### config.mk
export PLATFORM = sky130hd
export DESIGN_NAME = ppa_ks_pipe_adder
export DESIGN_NICKNAME = d
export VERILOG_FILES = /design/src/rtl/ppa_ks_pipe_adder.sv
export SDC_FILE = /design/constraint.sdc
export NUM_CORES = 1
export LEC_CHECK = 0
export CORE_UTILIZATION = 47
export DETAILED_ROUTE_END_ITERATION = 6
export PLACE_DENSITY = 0.68
export SKIP_LAST_GASP = 1
export SLEW_MARGIN = 20
export SYNTH_ARGS = -nofsm -noshare
export SYNTH_HDL_FRONTEND = slang
export SYNTH_SLANG_ARGS = --single-unit
### constraint.sdc
create_clock -name clk -period 3.2 [get_ports clk]
set_clock_uncertainty 0.05 [all_clocks]
set_input_delay 0.48 -clock clk [delete_from_list [all_inputs] [get_ports clk]]
set_output_delay 0.48 -clock clk [all_outputs]
set_load 0.01 [all_outputs]
### src/rtl/ppa_ks_pipe_adder.sv
// Pipelined Kogge-Stone prefix adder/subtractor with valid/ready flow control.
// Stage R0 forms p/g, banks R1..RK each hold LPS prefix levels, Rout forms sum/flags.
module ppa_ks_pipe_adder #(
    parameter int WIDTH = 32,
    parameter int LPS   = 2,
    parameter int TAG_W = 4
) (
    input  logic             clk,
    input  logic             rst_n,
    input  logic             in_valid,
    output logic             in_ready,
    input  logic [WIDTH-1:0] a,
    input  logic [WIDTH-1:0] b,
    input  logic             cin,
    input  logic             sub,
    input  logic [TAG_W-1:0] tag,
    output logic             out_valid,
    input  logic             out_ready,
    output logic [WIDTH-1:0] sum,
    output logic             cout,
    output logic             ovf,
    output logic [TAG_W-1:0] out_tag
);

    localparam int L = $clog2(WIDTH);
    localparam int K = (L + LPS - 32'sd1) / LPS;

    logic             adv_s;
    logic [WIDTH-1:0] bb_s;
    logic             ci_s;

    // Index 0 is R0, indices 1..K are the prefix register banks.
    logic [K:0]                  valid_r;
    logic [K:0]                  ci_r;
    logic [K:0][WIDTH-1:0]       p_r;
    logic [K:0][WIDTH-1:0]       g_r;
    logic [K:0][WIDTH-1:0]       gp_r;
    logic [K:0][TAG_W-1:0]       tag_r;
    logic [K:1][WIDTH-1:0]       g_nxt_s;
    logic [K:1][WIDTH-1:0]       gp_nxt_s;

    logic [WIDTH:0]   c_s;
    logic [WIDTH-1:0] sum_s;

    logic             out_valid_r;
    logic [WIDTH-1:0] sum_r;
    logic             cout_r;
    logic             ovf_r;
    logic [TAG_W-1:0] out_tag_r;

    // Applies Kogge-Stone levels lo..hi (1-based) to a group/propagate vector pair.
    function automatic logic [2*WIDTH-1:0] ks_levels(
        input logic [WIDTH-1:0] g_in,
        input logic [WIDTH-1:0] p_in,
        input int               lo,
        input int               hi
    );
        logic [WIDTH-1:0] g_v;
        logic [WIDTH-1:0] p_v;
        logic [WIDTH-1:0] g_n;
        logic [WIDTH-1:0] p_n;
        int               d;
        g_v = g_in;
        p_v = p_in;
        g_n = g_in;
        p_n = p_in;
        d   = 32'sd1;
        for (int k = lo; k <= hi; k++) begin
            d = 32'sd1 <<< (k - 32'sd1);
            for (int i = 32'sd0; i < WIDTH; i++) begin
                if (i >= d) begin
                    g_n[i] = g_v[i] | (p_v[i] & g_v[i-d]);
                    p_n[i] = p_v[i] & p_v[i-d];
                end else begin
                    g_n[i] = g_v[i];
                    p_n[i] = p_v[i];
                end
            end
            g_v = g_n;
            p_v = p_n;
        end
        return {g_v, p_v};
    endfunction

    assign adv_s    = ~out_valid_r | out_ready;
    assign in_ready = adv_s;
    assign bb_s     = b ^ {WIDTH{sub}};
    assign ci_s     = cin ^ sub;

    // Prefix levels evaluated between consecutive register banks; last group may be short.
    always_comb begin
        g_nxt_s  = '0;
        gp_nxt_s = '0;
        for (int s = 32'sd1; s <= K; s++) begin
            {g_nxt_s[s], gp_nxt_s[s]} = ks_levels(g_r[s-1], gp_r[s-1],
                                                  (s - 32'sd1) * LPS + 32'sd1,
                                                  (s * LPS < L) ? s * LPS : L);
        end
    end

    // Carries from the full prefix, then sum and flags for the output bank.
    always_comb begin
        c_s    = '0;
        c_s[0] = ci_r[K];
        for (int i = 32'sd0; i < WIDTH; i++) begin
            c_s[i+1] = g_r[K][i] | (gp_r[K][i] & ci_r[K]);
        end
        sum_s = p_r[K] ^ c_s[WIDTH-1:0];
    end

    // Input capture R0 and prefix banks R1..RK, all gated by the global advance.
    always_ff @(posedge clk or negedge rst_n) begin
        if (!rst_n) begin
            valid_r <= '0;
            ci_r    <= '0;
            p_r     <= '0;
            g_r     <= '0;
            gp_r    <= '0;
            tag_r   <= '0;
        end else if (adv_s) begin
            valid_r[0] <= in_valid & adv_s;
            ci_r[0]    <= ci_s;
            p_r[0]     <= a ^ bb_s;
            g_r[0]     <= a & bb_s;
            gp_r[0]    <= a ^ bb_s;
            tag_r[0]   <= tag;
            for (int s = 32'sd1; s <= K; s++) begin
                valid_r[s] <= valid_r[s-1];
                ci_r[s]    <= ci_r[s-1];
                p_r[s]     <= p_r[s-1];
                g_r[s]     <= g_nxt_s[s];
                gp_r[s]    <= gp_nxt_s[s];
                tag_r[s]   <= tag_r[s-1];
            end
        end
    end

    // Output bank Rout; holds while the consumer stalls.
    always_ff @(posedge clk or negedge rst_n) begin
        if (!rst_n) begin
            out_valid_r <= 1'b0;
            sum_r       <= '0;
            cout_r      <= 1'b0;
            ovf_r       <= 1'b0;
            out_tag_r   <= '0;
        end else if (adv_s) begin
            out_valid_r <= valid_r[K];
            sum_r       <= sum_s;
            cout_r      <= c_s[WIDTH];
            ovf_r       <= c_s[WIDTH] ^ c_s[WIDTH-1];
            out_tag_r   <= tag_r[K];
        end
    end

    assign out_valid = out_valid_r;
    assign sum       = sum_r;
    assign cout      = cout_r;
    assign ovf       = ovf_r;
    assign out_tag   = out_tag_r;

endmodule

==> out/metrics.cfg <==
[worst_hold_path]
hp-start=p_r[57]
holdCritPathClass=reg -> reg

[final_layout]
synthToLayoutAreaGrowth_pct=16.29
drive_gt1_frac=0.04539
diodes=0
fin_area_um2=20240
nets=2063
final_util=0.5543

[floorplan]
rows=70
top_level_ports=114
die_h_um=194.5
core_area_um2=36520
die_area_um2=37810
start_util=0.4766
die_w_um=194.5

[worst_setup_path]
cp-start-kind=primary input
critPathMaxFanout=13
cp.arrival_ns=1.98
critPathSlowestCell=clkdlybuf4s50_1
cpMostUsedCell=clkdlybuf4s50_1
cp_slowest_stage_delay_ns=0.50
worstPathCellList=clkdlybuf4s50_1 -> nor2b_4 -> inv_8 -> clkdlybuf4s50_1
rrSetupSlack_ns=1.17
r2r-start=out_valid
crit_type=in -> out
startpoint=out_ready
worst_setup_path_end_kind=output port
cp_data_required_time_ns=2.67

[detailed_routing]
drt_first_pass_iters=6
vias_per_cell=5.232
wl_um=40330
drc=0
wl_per_cell_um=16.45
antenna_left=0
vias=12820
drt_first_iter_violations=1087

[outcome]
status=completed

[sta]
fin_crit_sh=0.7849
setup_tns_ns=0
tightest_slew_ns=0.7683
max-slew-margin-rel=0.4878
setup_viol=0
slew_violations=0
finalHoldViolCount=0
rsz0062_at_grt=no
max_freq_mhz=398.1
fin_hold_ws_ns=0.4125
period_needed_ns=2.512

[clock_tree]
cts-root-buf=clkbuf_16
cts_setup_buffers=0
ctsResizeCount=0
cts.htree.levels=2
cts_sinks=412
path_clk_slew_ns=0.06
cts_tree=done
clk_latency_ns=0.55
clockBufferDepth=3
hold_buffers=1
numCtsBuffers=42

[job]
drv_cap=0

[synth]
synthCells=1875
synth_area_per_cell_um2=9.284
ys_seq_area_frac=0.5923
synth.ff_latch_count=412
yosys_warnings=0
synth_cell_types=30
netlist_area_um2=17410
synthesis.nets=1982

[pwr]
powerDensity_nw_per_um2=921.7
p_leak_nw=9.954
power_mw=18.66
peakVddDrop_mv=0.4882

[placed_design]
dp_hpwl_um=27760
gp_congestion=0.8729
io_buffer_count=113
dpl_cell_area_um2=18920

[global_routing]
grt_max_degree=129
grt_usage=0.2197
grt_pass1_wl_um=66810
grt_pass1_vias=12600
grt_antenna_before_repair=1
grt_overflow_total=0

## metrics by stage
| stage | instances | setup slack [ns] |
|---|---|---|
| floorplan | 1875 | 1.568 |
| global placement | 2379 | 0.6347 |
| detailed placement | 2379 | 0.5698 |
| CTS | 2451 | 0.6797 |
| global route | 2451 | 0.6295 |
| finish | 2451 | 0.6883 |
## final timing paths
path,end,cells past startpoint
min in group asynchronous,out_tag[1],2
hold reg to reg,p_r[57],2
hold / removal,p_r[57],2
max in group asynchronous,g_r[46],4
setup reg to reg,sum[31],4
setup / recovery,in_ready,4
## registers in the layout, indices dropped and copies added (netlist names), 4 cells and up
register / flops
gp_r: 106
valid_r: 4
tag_r: 16
ci_r: 4
gp_nxt_s: 19
g_nxt_s: 21
p_r: 96
sum: 32
out_tag: 4
g_r: 107
## power by group
group	internal, mW	leakage, nW	switching [mW]
combinational	2.11	4.13	3.13
sequential	7.14	5.18	1.58
clock	2.73	0.644	1.96
## layout make-up
cell class / count / area, um2
fill: 3260 / 16280
sequential: 412 / 10310
multi-input combinational: 1359 / 6548
timing repair buffer: 140 / 1474
clock buffer: 63 / 1230
tap: 468 / 585.6
clock inverter: 8 / 86.33
inverter: 1 / 11.26
## logic make-up after synthesis
family	synth area share
AOI/OAI and AO/OA	0.1078
xor gates and xnor gates	0.03220
adders and majority gates	0.02372
buffers and inverters	0.03163
DFF	0.5923
and+or+nand+nor	0.2124
## worst max-delay path, delay by kind of cell
family / cells / cell delay (ns)
buffers and inverters: 3 / 1.04
AND/OR/NAND/NOR: 1 / 0.44
## synthesized netlist by cell type
master	instances	area [um2]
a2111oi_0	3	26.28
a21o_1	21	157.7
a21oi_1	100	500.5
a22o_1	5	43.79
a31oi_1	10	62.56
a32o_1	1	10.01
and2_1	1	6.260
and3_1	5	31.28
buf_2	84	420.4
buf_6	7	78.83
clkbuf_1	12	45.04
dfrtp_1	412	10310
ha_1	33	412.9
inv_4	1	6.260
nand2_1	851	3194
nand2b_1	4	25.02
nand3_1	34	170.2
nand4_1	12	75.07
nor2_1	39	146.4
nor2b_4	1	13.76
nor3_1	7	35.03
o211ai_1	31	232.7
o21a_1	31	232.7
o21ai_0	73	365.4
o21ai_1	3	15.01
o31a_1	3	26.28
o31ai_1	26	195.2
o41ai_1	1	8.760
xnor2_1	1	8.760
xor2_1	63	551.8
## metal layers
metal,global-route usage,up-vias,wire length [um]
met5,0,-,13
met4,0.06290,2,937
met3,0.03540,48,1981
met2,0.3447,265,18590
met1,0.3160,6232,18810
li1,-,6277,-
## cell usage in the layout, fill, tap and decap left out, types with 2 or more instances in the layout
| cell | count |
|---|---|
| clkdlybuf4s50_1 | 111 |
| nand2_1 | 851 |
| nor2_1 | 39 |
| o21ai_0 | 73 |
| nand3_1 | 34 |
| clkbuf_16 | 42 |
| nor3_1 | 7 |
| nand4_1 | 12 |
| a21oi_1 | 100 |
| nand2b_1 | 4 |
| o211ai_1 | 31 |
| o21a_1 | 31 |
| xor2_1 | 63 |
| clkbuf_8 | 10 |
| o31a_1 | 3 |
| buf_12 | 11 |
| clkbuf_1 | 11 |
| ha_1 | 33 |
| a2111oi_0 | 3 |
| a31oi_1 | 10 |
| buf_4 | 15 |
| o31ai_1 | 26 |
| a21o_1 | 21 |
| a22o_1 | 5 |
| inv_6 | 2 |
| dfrtp_1 | 412 |
| o21ai_1 | 3 |
| and3_1 | 5 |
| clkinv_2 | 3 |
Note: power is estimated with default switching activity, not from simulation.
